===== src/rtl/axis_uart_if.sv =====
// axis_uart_if: stream bundle between the AXI-lite-to-stream bridge and the UART endpoint.
//   s_axis_wdata/wvalid/wready : TX word stream, bridge -> UART (only [7:0] is transmitted)
//   m_axis_rdata/rvalid/rready : RX word stream, UART -> bridge, {24'h0, byte}
// master: bridge side. slave: UART side.
interface axis_uart_if;
    logic [31:0] s_axis_wdata;
    logic        s_axis_wvalid;
    logic        s_axis_wready;
    logic [31:0] m_axis_rdata;
    logic        m_axis_rvalid;
    logic        m_axis_rready;

    modport master (
        output s_axis_wdata,
        output s_axis_wvalid,
        input  s_axis_wready,
        input  m_axis_rdata,
        input  m_axis_rvalid,
        output m_axis_rready
    );

    modport slave (
        input  s_axis_wdata,
        input  s_axis_wvalid,
        output s_axis_wready,
        output m_axis_rdata,
        output m_axis_rvalid,
        input  m_axis_rready
    );
endinterface


===== src/rtl/axis_uart.sv =====
// axis_uart: 8N1 serial console endpoint behind the AXI-lite-to-stream bridge.
// Transmits the low byte of each accepted TX word, and returns each received byte as a
// 32-bit word held in a single-entry register with sticky overrun detection.
// Ports:
//   aclk, aresetn  : clock, asynchronous active-low reset
//   axis (slave)   : TX word stream in (wdata/wvalid/wready), RX word stream out
//                    (rdata/rvalid/rready)
//   uart_tx        : serial out, idle high
//   uart_rx        : serial in, asynchronous to aclk
//   rx_frame_err   : one-cycle pulse when a stop bit is sampled low
//   rx_overrun     : sticky, a received byte was dropped because the holding register was full
module axis_uart #(
    parameter int unsigned CLKS_PER_BIT = 16
) (
    input  logic        aclk,
    input  logic        aresetn,
    axis_uart_if.slave  axis,
    output logic        uart_tx,
    input  logic        uart_rx,
    output logic        rx_frame_err,
    output logic        rx_overrun
);

    localparam int unsigned CntW = $clog2(CLKS_PER_BIT);
    localparam logic [CntW-1:0] BitLast  = CntW'(CLKS_PER_BIT - 1);
    localparam logic [CntW-1:0] HalfLast = CntW'(CLKS_PER_BIT / 2 - 1);
    localparam logic [CntW-1:0] CntOne   = CntW'(1);

    // ------------------------------------------------------------------
    // TX
    // ------------------------------------------------------------------
    typedef enum logic [1:0] {TxIdle, TxStart, TxData, TxStop} tx_state_e;

    tx_state_e       tx_state_q, tx_state_d;
    logic [CntW-1:0] tx_cnt_q, tx_cnt_d;
    logic [2:0]      tx_idx_q, tx_idx_d;
    logic [7:0]      tx_shift_q, tx_shift_d;
    logic            tx_q, tx_d;

    // Upper word bits are intentionally not transmitted.
    logic unused_wdata;
    assign unused_wdata = ^axis.s_axis_wdata[31:8];

    always_ff @(posedge aclk or negedge aresetn) begin
        if (!aresetn) begin
            tx_state_q <= TxIdle;
            tx_cnt_q   <= '0;
            tx_idx_q   <= '0;
            tx_shift_q <= '0;
            tx_q       <= 1'b1;
        end else begin
            tx_state_q <= tx_state_d;
            tx_cnt_q   <= tx_cnt_d;
            tx_idx_q   <= tx_idx_d;
            tx_shift_q <= tx_shift_d;
            tx_q       <= tx_d;
        end
    end

    // The line level for the next bit is registered on the same edge as the state change, so
    // uart_tx is glitch-free and lines up exactly with the bit-period counter.
    always_comb begin
        tx_state_d = tx_state_q;
        tx_cnt_d   = tx_cnt_q;
        tx_idx_d   = tx_idx_q;
        tx_shift_d = tx_shift_q;
        tx_d       = tx_q;
        unique case (tx_state_q)
            TxIdle: begin
                tx_d = 1'b1;
                if (axis.s_axis_wvalid) begin
                    tx_shift_d = axis.s_axis_wdata[7:0];
                    tx_cnt_d   = BitLast;
                    tx_d       = 1'b0;
                    tx_state_d = TxStart;
                end
            end
            TxStart: begin
                if (tx_cnt_q == '0) begin
                    tx_cnt_d   = BitLast;
                    tx_idx_d   = 3'd0;
                    tx_d       = tx_shift_q[0];
                    tx_state_d = TxData;
                end else begin
                    tx_cnt_d = tx_cnt_q - CntOne;
                end
            end
            TxData: begin
                if (tx_cnt_q == '0) begin
                    tx_cnt_d = BitLast;
                    if (tx_idx_q == 3'd7) begin
                        tx_d       = 1'b1;
                        tx_state_d = TxStop;
                    end else begin
                        tx_idx_d   = tx_idx_q + 3'd1;
                        tx_shift_d = {1'b0, tx_shift_q[7:1]};
                        tx_d       = tx_shift_q[1];
                    end
                end else begin
                    tx_cnt_d = tx_cnt_q - CntOne;
                end
            end
            TxStop: begin
                if (tx_cnt_q == '0) begin
                    tx_state_d = TxIdle;
                end else begin
                    tx_cnt_d = tx_cnt_q - CntOne;
                end
            end
            default: begin
                tx_state_d = TxIdle;
                tx_d       = 1'b1;
            end
        endcase
    end

    assign uart_tx            = tx_q;
    assign axis.s_axis_wready = (tx_state_q == TxIdle);

    // ------------------------------------------------------------------
    // RX
    // ------------------------------------------------------------------
    typedef enum logic [1:0] {RxIdle, RxStart, RxData, RxStop} rx_state_e;

    logic [1:0]      rx_sync_q;
    logic            rx_s;
    rx_state_e       rx_state_q, rx_state_d;
    logic [CntW-1:0] rx_cnt_q, rx_cnt_d;
    logic [2:0]      rx_idx_q, rx_idx_d;
    logic [7:0]      rx_shift_q, rx_shift_d;
    logic [7:0]      rdata_q, rdata_d;
    logic            rvalid_q, rvalid_d;
    logic            overrun_q, overrun_d;
    logic            frame_err_q, frame_err_d;
    logic            rx_deliver;

    // Synchronizer resets to the idle line level so reset never looks like a start bit.
    always_ff @(posedge aclk or negedge aresetn) begin
        if (!aresetn) begin
            rx_sync_q <= 2'b11;
        end else begin
            rx_sync_q <= {rx_sync_q[0], uart_rx};
        end
    end

    assign rx_s = rx_sync_q[1];

    always_ff @(posedge aclk or negedge aresetn) begin
        if (!aresetn) begin
            rx_state_q  <= RxIdle;
            rx_cnt_q    <= '0;
            rx_idx_q    <= '0;
            rx_shift_q  <= '0;
            rdata_q     <= '0;
            rvalid_q    <= 1'b0;
            overrun_q   <= 1'b0;
            frame_err_q <= 1'b0;
        end else begin
            rx_state_q  <= rx_state_d;
            rx_cnt_q    <= rx_cnt_d;
            rx_idx_q    <= rx_idx_d;
            rx_shift_q  <= rx_shift_d;
            rdata_q     <= rdata_d;
            rvalid_q    <= rvalid_d;
            overrun_q   <= overrun_d;
            frame_err_q <= frame_err_d;
        end
    end

    // The first wait is half a bit so every later sample lands mid-bit. The stop sample returns
    // to idle on the same edge so a start bit right after the stop mid-point is not missed.
    always_comb begin
        rx_state_d  = rx_state_q;
        rx_cnt_d    = rx_cnt_q;
        rx_idx_d    = rx_idx_q;
        rx_shift_d  = rx_shift_q;
        frame_err_d = 1'b0;
        rx_deliver  = 1'b0;
        unique case (rx_state_q)
            RxIdle: begin
                if (!rx_s) begin
                    rx_cnt_d   = HalfLast;
                    rx_state_d = RxStart;
                end
            end
            RxStart: begin
                if (rx_cnt_q == '0) begin
                    if (rx_s) begin
                        rx_state_d = RxIdle;
                    end else begin
                        rx_cnt_d   = BitLast;
                        rx_idx_d   = 3'd0;
                        rx_state_d = RxData;
                    end
                end else begin
                    rx_cnt_d = rx_cnt_q - CntOne;
                end
            end
            RxData: begin
                if (rx_cnt_q == '0) begin
                    rx_shift_d = {rx_s, rx_shift_q[7:1]};
                    rx_cnt_d   = BitLast;
                    if (rx_idx_q == 3'd7) begin
                        rx_state_d = RxStop;
                    end else begin
                        rx_idx_d = rx_idx_q + 3'd1;
                    end
                end else begin
                    rx_cnt_d = rx_cnt_q - CntOne;
                end
            end
            RxStop: begin
                if (rx_cnt_q == '0) begin
                    rx_state_d = RxIdle;
                    if (rx_s) begin
                        rx_deliver = 1'b1;
                    end else begin
                        frame_err_d = 1'b1;
                    end
                end else begin
                    rx_cnt_d = rx_cnt_q - CntOne;
                end
            end
            default: rx_state_d = RxIdle;
        endcase
    end

    // Holding register: a byte may land when empty or when the consumer drains it on the same
    // edge; otherwise the old word is kept and the drop is recorded.
    always_comb begin
        rdata_d   = rdata_q;
        rvalid_d  = rvalid_q;
        overrun_d = overrun_q;
        if (rvalid_q && axis.m_axis_rready) begin
            rvalid_d = 1'b0;
        end
        if (rx_deliver) begin
            if (!rvalid_q || axis.m_axis_rready) begin
                rdata_d  = rx_shift_q;
                rvalid_d = 1'b1;
            end else begin
                overrun_d = 1'b1;
            end
        end
    end

    assign axis.m_axis_rdata  = {24'h0, rdata_q};
    assign axis.m_axis_rvalid = rvalid_q;
    assign rx_frame_err       = frame_err_q;
    assign rx_overrun         = overrun_q;

endmodule


===== src/flat_wrapper.sv =====
// flat-port wrapper written by rule: the top's interface ports become plain ports
module axis_uart_flat 
#(
    parameter int unsigned CLKS_PER_BIT = 16
)
  (aclk, aresetn, uart_tx, uart_rx, rx_frame_err, rx_overrun, axis_s_axis_wdata, axis_s_axis_wvalid, axis_s_axis_wready, axis_m_axis_rdata, axis_m_axis_rvalid, axis_m_axis_rready);
  axis_uart_if axis_i ();
  input  logic aclk;
  input  logic aresetn;
  output logic uart_tx;
  input  logic uart_rx;
  output logic rx_frame_err;
  output logic rx_overrun;
  input wire logic [$bits(axis_i.s_axis_wdata)-1:0] axis_s_axis_wdata;
  input wire logic [$bits(axis_i.s_axis_wvalid)-1:0] axis_s_axis_wvalid;
  output wire logic [$bits(axis_i.s_axis_wready)-1:0] axis_s_axis_wready;
  output wire logic [$bits(axis_i.m_axis_rdata)-1:0] axis_m_axis_rdata;
  output wire logic [$bits(axis_i.m_axis_rvalid)-1:0] axis_m_axis_rvalid;
  input wire logic [$bits(axis_i.m_axis_rready)-1:0] axis_m_axis_rready;
  assign axis_i.s_axis_wdata = axis_s_axis_wdata;
  assign axis_i.s_axis_wvalid = axis_s_axis_wvalid;
  assign axis_s_axis_wready = axis_i.s_axis_wready;
  assign axis_m_axis_rdata = axis_i.m_axis_rdata;
  assign axis_m_axis_rvalid = axis_i.m_axis_rvalid;
  assign axis_i.m_axis_rready = axis_m_axis_rready;
  axis_uart #(.CLKS_PER_BIT(CLKS_PER_BIT)) u_core (.aclk(aclk), .aresetn(aresetn), .axis(axis_i), .uart_tx(uart_tx), .uart_rx(uart_rx), .rx_frame_err(rx_frame_err), .rx_overrun(rx_overrun));
endmodule

===== config.mk =====
export PLATFORM = sky130hd
export DESIGN_NAME = axis_uart_flat
export DESIGN_NICKNAME = d
export VERILOG_FILES = /design/src/rtl/axis_uart_if.sv /design/src/rtl/axis_uart.sv /design/src/flat_wrapper.sv
export SDC_FILE = /design/constraint.sdc
export NUM_CORES = 1
export LEC_CHECK = 0
export BUFFER_PORTS_ARGS = -buffer_cell sky130_fd_sc_hd__buf_2
export CORE_MARGIN = 5
export CORE_UTILIZATION = 53
export DETAILED_ROUTE_END_ITERATION = 10
export GPL_TIMING_DRIVEN = 0
export PLACE_DENSITY = 0.8
export SKIP_LAST_GASP = 1
export SLEW_MARGIN = 40
export SYNTH_ARGS = -nofsm -noshare
export SYNTH_HDL_FRONTEND = slang
export SYNTH_SLANG_ARGS = --single-unit

===== constraint.sdc =====
create_clock -name aclk -period 2.5 [get_ports aclk]
set_input_delay 0.25 -clock aclk [delete_from_list [all_inputs] [get_ports aclk]]
set_output_delay 0.25 -clock aclk [all_outputs]
set_load 0.03 [all_outputs]

==> results of run 1 <==
-- stage by stage --
stage               power, mW  hold WS, ns  area (um2)  util (%)  std cells
floorplan                1.46      -0.0456        2880         -        286
global placement         1.58        0.355        3100      60.6        381
detailed placement       1.61        0.302        3100      60.7        381
CTS                      2.20       0.0378        3220      63.1        390
global route             2.32       0.0358        3220      63.1        390
finish                   2.19       0.0441        3220      63.1        390
-- layer usage --
metal / vias to the layer above / GRT usage (%) / share of wire, %
li1: 1025 / - / -
met1: 1021 / 21.9 / 45
met2: 48 / 29.5 / 49
met3: 7 / 3.69 / 4.7
met4: 0 / 6.21 / 1.1
met5: - / 0 / 0
-- power by group --
part | switching, mW | internal, mW
clock network | 0.283 | 0.302
logic | 0.392 | 0.287
registers | 0.0697 | 0.852
-- synth_stat cells, types with 2 or more instances --
cell | instances | area, um2
or2_2 | 2 | 12.5
nor2_1 | 6 | 22.5
nor3b_1 | 3 | 22.5
buf_1 | 2 | 7.51
a22o_1 | 5 | 43.8
o211a_1 | 2 | 20.0
nor2b_1 | 5 | 31.3
a31oi_1 | 5 | 31.3
inv_1 | 19 | 71.3
buf_4 | 24 | 180
ha_1 | 16 | 200
clkbuf_1 | 5 | 18.8
o221ai_1 | 4 | 35.0
o2bb2ai_1 | 4 | 35.0
mux2_2 | 19 | 214
a22oi_1 | 7 | 52.6
mux2i_1 | 6 | 60.1
nor4b_1 | 2 | 17.5
o211ai_1 | 5 | 37.5
nand4_1 | 2 | 12.5
or4b_2 | 2 | 20.0
and3b_1 | 2 | 17.5
a221oi_1 | 3 | 26.3
nand2b_1 | 3 | 18.8
o31ai_1 | 2 | 15.0
dfstp_2 | 3 | 78.8
nand3_1 | 10 | 50.1
nand2_1 | 12 | 45.0
a21oi_1 | 6 | 30.0
nor3_1 | 3 | 15.0
dfrtp_1 | 45 | 1130
o21ai_0 | 9 | 45.0
o21bai_1 | 2 | 15.0
-- cell families after synthesis --
| kind of cell | Yosys count | share of synthesized area (%) |
|---|---|---|
| multiplexers | 25 | 9.79 |
| other | 1 | 0.134 |
| AO/OA/AOI/OAI | 63 | 16.7 |
| AND/OR/NAND/NOR | 58 | 12.7 |
| buffers and inverters | 52 | 10.5 |
| flip-flops | 48 | 43.1 |
| adder cells (fa/ha/maj) | 16 | 7.16 |
-- critical path: cells and delay by family, from the launching register on --
kind | cells | cell delay (ns)
buf+inv | 2 | 0.32
mux | 1 | 0.36
flops | 1 | 0.40
simple gates | 2 | 0.86
fa+ha+maj | 1 | 0.27
-- how the worst max path moves through the flow --
| stage | startpoint | end | slack [ns] | cells after the start |
|---|---|---|---|---|
| finish | u_core.rx_cnt_q[0] | u_core.rx_shift_q[5] | 0.17 | 6 |
| global route | u_core.rx_cnt_q[0] | u_core.rx_shift_q[2] | 0.04 | 6 |
| CTS | u_core.rx_cnt_q[0] | u_core.rx_shift_q[5] | 0.19 | 6 |
| detailed placement | u_core.rx_cnt_q[0] | u_core.rx_shift_q[5] | 0.20 | 6 |
| global placement | u_core.rx_cnt_q[0] | u_core.rx_shift_q[5] | 0.27 | 6 |
| floorplan | u_core.rx_cnt_q[0] | u_core.rdata_q[0] | 0.52 | 6 |
-- area by class of cell --
cell class	instances	area, um2	share of cell area (%)
clock inverters	3	46.3	1.44
inverters	19	71.3	2.21
flip-flops and latches	48	1200	37.4
well taps	70	87.6	2.72
multi-input cells	186	1390	43.0
repair buffers	26	138	4.27
clock buffers	5	68.8	2.13
plain buffers	33	223	6.91
-- registers in the layout, indices dropped and copies added (netlist names), named ones only --
signal                     cells
u_core.rdata_q                 8
u_core.rx_shift_q              8
u_core.tx_shift_q              8
u_core.rx_cnt_q                4
u_core.tx_cnt_q                4
u_core.rx_idx_q                3
u_core.tx_idx_q                3
u_core.rx_sync_q               2
u_core.tx_state_q              2
u_core.axis.m_axis_rvalid      1
u_core.rx_frame_err            1
u_core.rx_overrun              1
u_core.rx_state_q              1
u_core.uart_tx                 1
-- repair_timing --
action,4_1_cts,5_1_grt
buffers inserted,0,0
endpoints found under the setup margin,0,0
hold endpoints to repair,45,0
hold buffers,1,0
==> reports/metrics.cfg, run 1 <==
[power_and_ir_drop]
leakage_nw=1.63
power_density_nw_per_um2=678
max-vdd-ir-drop_v=0.000349

[placed_design]
gp_congestion=0.820
dp_hpwl_um=3850
place_ws_ns=0.203
portBuffers=25

[die]
core_area_um2=5110
die-height_um=82.7
dieArea_um2=6830
die_w_um=82.7
io_pins=74
num_rows=26
start_util_pct=54.8

[setup_path]
cp.arrival_ns=2.52
worstPathRequired_ns=2.69
regToRegStartpoint=u_core.rx_cnt_q[0]
rr_worst_depth=6
timing.rr.end=u_core.rx_shift_q[5]
rrSetupSlack_ns=0.17
cp_cell_sequence=inv_1 -> ha_1 -> nor3b_1 -> and2_1 -> buf_2 -> mux2_2
cp-end-kind=flop
worstSetupPathType=flop to flop
cp_max_fo=8
cp-start-kind=flop
slowest_delay_ns=0.63
critPathSlowestCell=nor3b_1

[sta]
skew_ns=0.00678
rsz0062_at_grt=false
fmax_ghz=0.430
min_period_over_period_pct=93.1
slew_violations=0
setup_tns_ns=0
setup_viol=0
maxSlewHeadroom_pct=48.5
tightest_slew_ns=0.771
fin_ws_ns=0.172
hold_violations=0
period_minus_slack_ns=2.33

[worst_hold_path]
hold_start=uart_rx
hold_depth=1
min_to=u_core.rx_sync_q[0]
hold_path_class=primary input to flop

[route]
viasPerCell=5.39
dr.pass1.iters=4
wl_per_cell_um=13.8
first_iter_violations=75
wirelength_um=5370
drt_drc_violations_left=0
vias=2101
postRouteAntennaNets=0

[grt]
grt_pass1_vias=2131
grtUsageTotal_pct=17.4
grt_pass1_wl_um=9380
grt_start_max_net_pins=49
antenna_found_initial=0
grt.overflow.total=0

[yosys]
postSynth.asyncResetShare_pct=100
synth_seq_cells=48
synth_edf_count=0
ys_seq_area_share_pct=43.1
synthDistinctLibCells=51
syn_area_per_cell_um2=10.6
netlist_area_um2=2800
synth-main-ff-cell=dfrtp_1
yosys_warnings=0
syn_inst=263

[job]
cap_violations=0

[clock_tree]
clock-sinks=48
clk_latency_ns=0.30
cts_tree=done
cts_buffer_depth=2
cts_resized=0
htree_levels=2
cts_root_buf=clkbuf_8
cts.clk_slew.worst_paths_ns=0.10
cts_buffers=5

[layout]
layout-drive-gt1-share_pct=27.8
layout_commonest_cell=dfrtp_1
nFillCells=436
area_growth_syn_to_layout_pct=15.3
antenna_cells=0
final_cell_mix=dfrtp_1 (45), buf_2 (25), buf_4 (25), conb_1 (24)
nets=372

[status]
outcome=complete, no violations

Note: power is estimated with default switching activity, not from simulation.
==> inputs of run 2 (changes only) <==
--- a/config.mk
+++ b/config.mk
@@ -6,11 +6,11 @@
 export NUM_CORES = 1
 export LEC_CHECK = 0
 export BUFFER_PORTS_ARGS = -buffer_cell sky130_fd_sc_hd__buf_2
-export CORE_MARGIN = 5
+export CORE_MARGIN = 2
 export CORE_UTILIZATION = 53
 export DETAILED_ROUTE_END_ITERATION = 10
 export GPL_TIMING_DRIVEN = 0
-export PLACE_DENSITY = 0.8
+export PLACE_DENSITY = 0.89
 export SKIP_LAST_GASP = 1
 export SLEW_MARGIN = 40
 export SYNTH_ARGS = -nofsm -noshare
==> reports/metrics.cfg, run 2 (synthesis gave the netlist of run 1 again) <==
[route]
vias=2120
wirelength_um=5100
dr.pass1.iters=4
wl_per_cell_um=13.1
postRouteAntennaNets=0
viasPerCell=5.44
drt_drc_violations_left=0
first_iter_violations=91

[sta]
tightest_slew_ns=0.775
fin_hold_ws_ns=0.0340
rsz0062_at_grt=false
min_period_over_period_pct=90.9
setup_viol=0
slew_violations=0
hold_violations=0
maxSlewHeadroom_pct=48.2
period_minus_slack_ns=2.27
skew_ns=0.0104
fmax_ghz=0.440
setup_tns_ns=0

[clock_tree]
postCtsSetupRepairBufs=0
cts_buffers=5
cts_tree=done
clk_latency_ns=0.31
cts_resized=0
cts_root_buf=clkbuf_8
cts_buffer_depth=2
clock-sinks=48
cts_hold_buf=1
cts.clk_slew.worst_paths_ns=0.10
htree_levels=2

[placed_design]
dp_hpwl_um=3610
postPlaceCellArea_um2=3100
gp_congestion=0.806
portBuffers=25

[grt]
antenna_found_initial=0
grt_pass1_vias=1976
grt_pass1_wl_um=8880
grtUsageTotal_pct=18.5
grt.overflow.total=0
grt_start_max_net_pins=49

[die]
num_rows=26
dieArea_um2=5880
start_util_pct=54.8
io_pins=74
die_w_um=76.7
die-height_um=76.7
core_area_um2=5110

[job]
cap_violations=0

[layout]
fin_area_um2=3230
antenna_cells=0
layout_commonest_cell=dfrtp_1
nets=372
final_cell_mix=dfrtp_1 (45), buf_2 (25), buf_4 (25), conb_1 (24)
largestRegisters=u_core.rdata_q: 8 flops, u_core.rx_shift_q: 8 flops, u_core.tx_shift_q: 8 flops
fin_util_pct=63.2
area_growth_syn_to_layout_pct=15.3
layout-drive-gt1-share_pct=27.8

[power_and_ir_drop]
swShare_pct=34.3
clkPwrFrac_pct=26.6
leakage_nw=1.64
intPower_mw=1.44
total_power_mw=2.19
p_sw_mw=0.752
seq_power_share_pct=42.1
power_density_nw_per_um2=680
share_comb_of_total_power_pct=31.3
max-vdd-ir-drop_v=0.000329

[setup_path]
cp_max_fo=8
cp-start-kind=flop
rr_worst_depth=6
cp.arrival_ns=2.48
worstPathRequired_ns=2.71
cp-end-kind=flop
worstSetupPathType=flop to flop

[worst_hold_path]
hold_depth=1
hold_path_class=primary input to flop

[status]
outcome=complete, no violations

[run 2: cell count changes in the layout (fill, tap and decap cells not counted)]
| cell | delta |
|---|---|
| inv_6 | -1 |
| clkinv_4 | +2 |
| clkinvlp_4 | -1 |
[run 2: per-layer routing]
layer	track usage, %	part of all wire, %	routed length (um)
met1	23.6	44	2260
met2	31.1	50	2540
met3	3.76	4.2	215
met4	7.27	1.6	80
met5	0	0	0
[run 2: metrics by stage]
step                      setup WS, ns  cells
after CTS                        0.255    390
final                            0.228    390
after detailed placement         0.295    381
after global placement           0.323    381
after floorplan                  0.522    286
after global routing            0.0876    390
[run 2: layout make-up]
type / count / area, um2
Clock inverter: 3 / 47.5
Multi-Input combinational cell: 186 / 1390
Tap cell: 70 / 87.6
Timing Repair Buffer: 26 / 138
Clock buffer: 5 / 68.8
Fill cell: 424 / 1880
Inverter: 19 / 71.3
Buffer: 33 / 223
Sequential cell: 48 / 1200
[run 2: power groups by stage]
stage / Combinational, mW / Clock [mW] / Sequential (mW)
3_5_place_dp: 0.674 / 0 / 0.939
6_report: 0.687 / 0.583 / 0.923
5_1_grt: 0.751 / 0.632 / 0.937
3_3_place_gp: 0.639 / 0 / 0.935
4_1_cts: 0.681 / 0.595 / 0.923
2_1_floorplan: 0.534 / 0 / 0.924
[run 2: path summary, 6_finish.rpt]
check,startpoint,endpoint,slack (ns)
worst max-delay path,u_core.rx_cnt_q[0],u_core.rx_shift_q[2],0.23
worst min-delay path,uart_rx,u_core.rx_sync_q[0],0.03
worst max register to register,u_core.rx_cnt_q[0],u_core.rx_shift_q[2],0.23
worst min register to register,u_core.rx_sync_q[0],u_core.rx_sync_q[1],0.35
max in group asynchronous,aresetn,u_core.tx_cnt_q[0],1.63
min in group asynchronous,aresetn,u_core.rx_cnt_q[3],0.46
[run 2: critical path: stages, from the launching register on]
cell and delay, ns:
dfrtp_1 0.41, inv_1 0.10, ha_1 0.27, nor3b_1 0.61
and2_1 0.22, buf_2 0.20, mux2_2 0.36
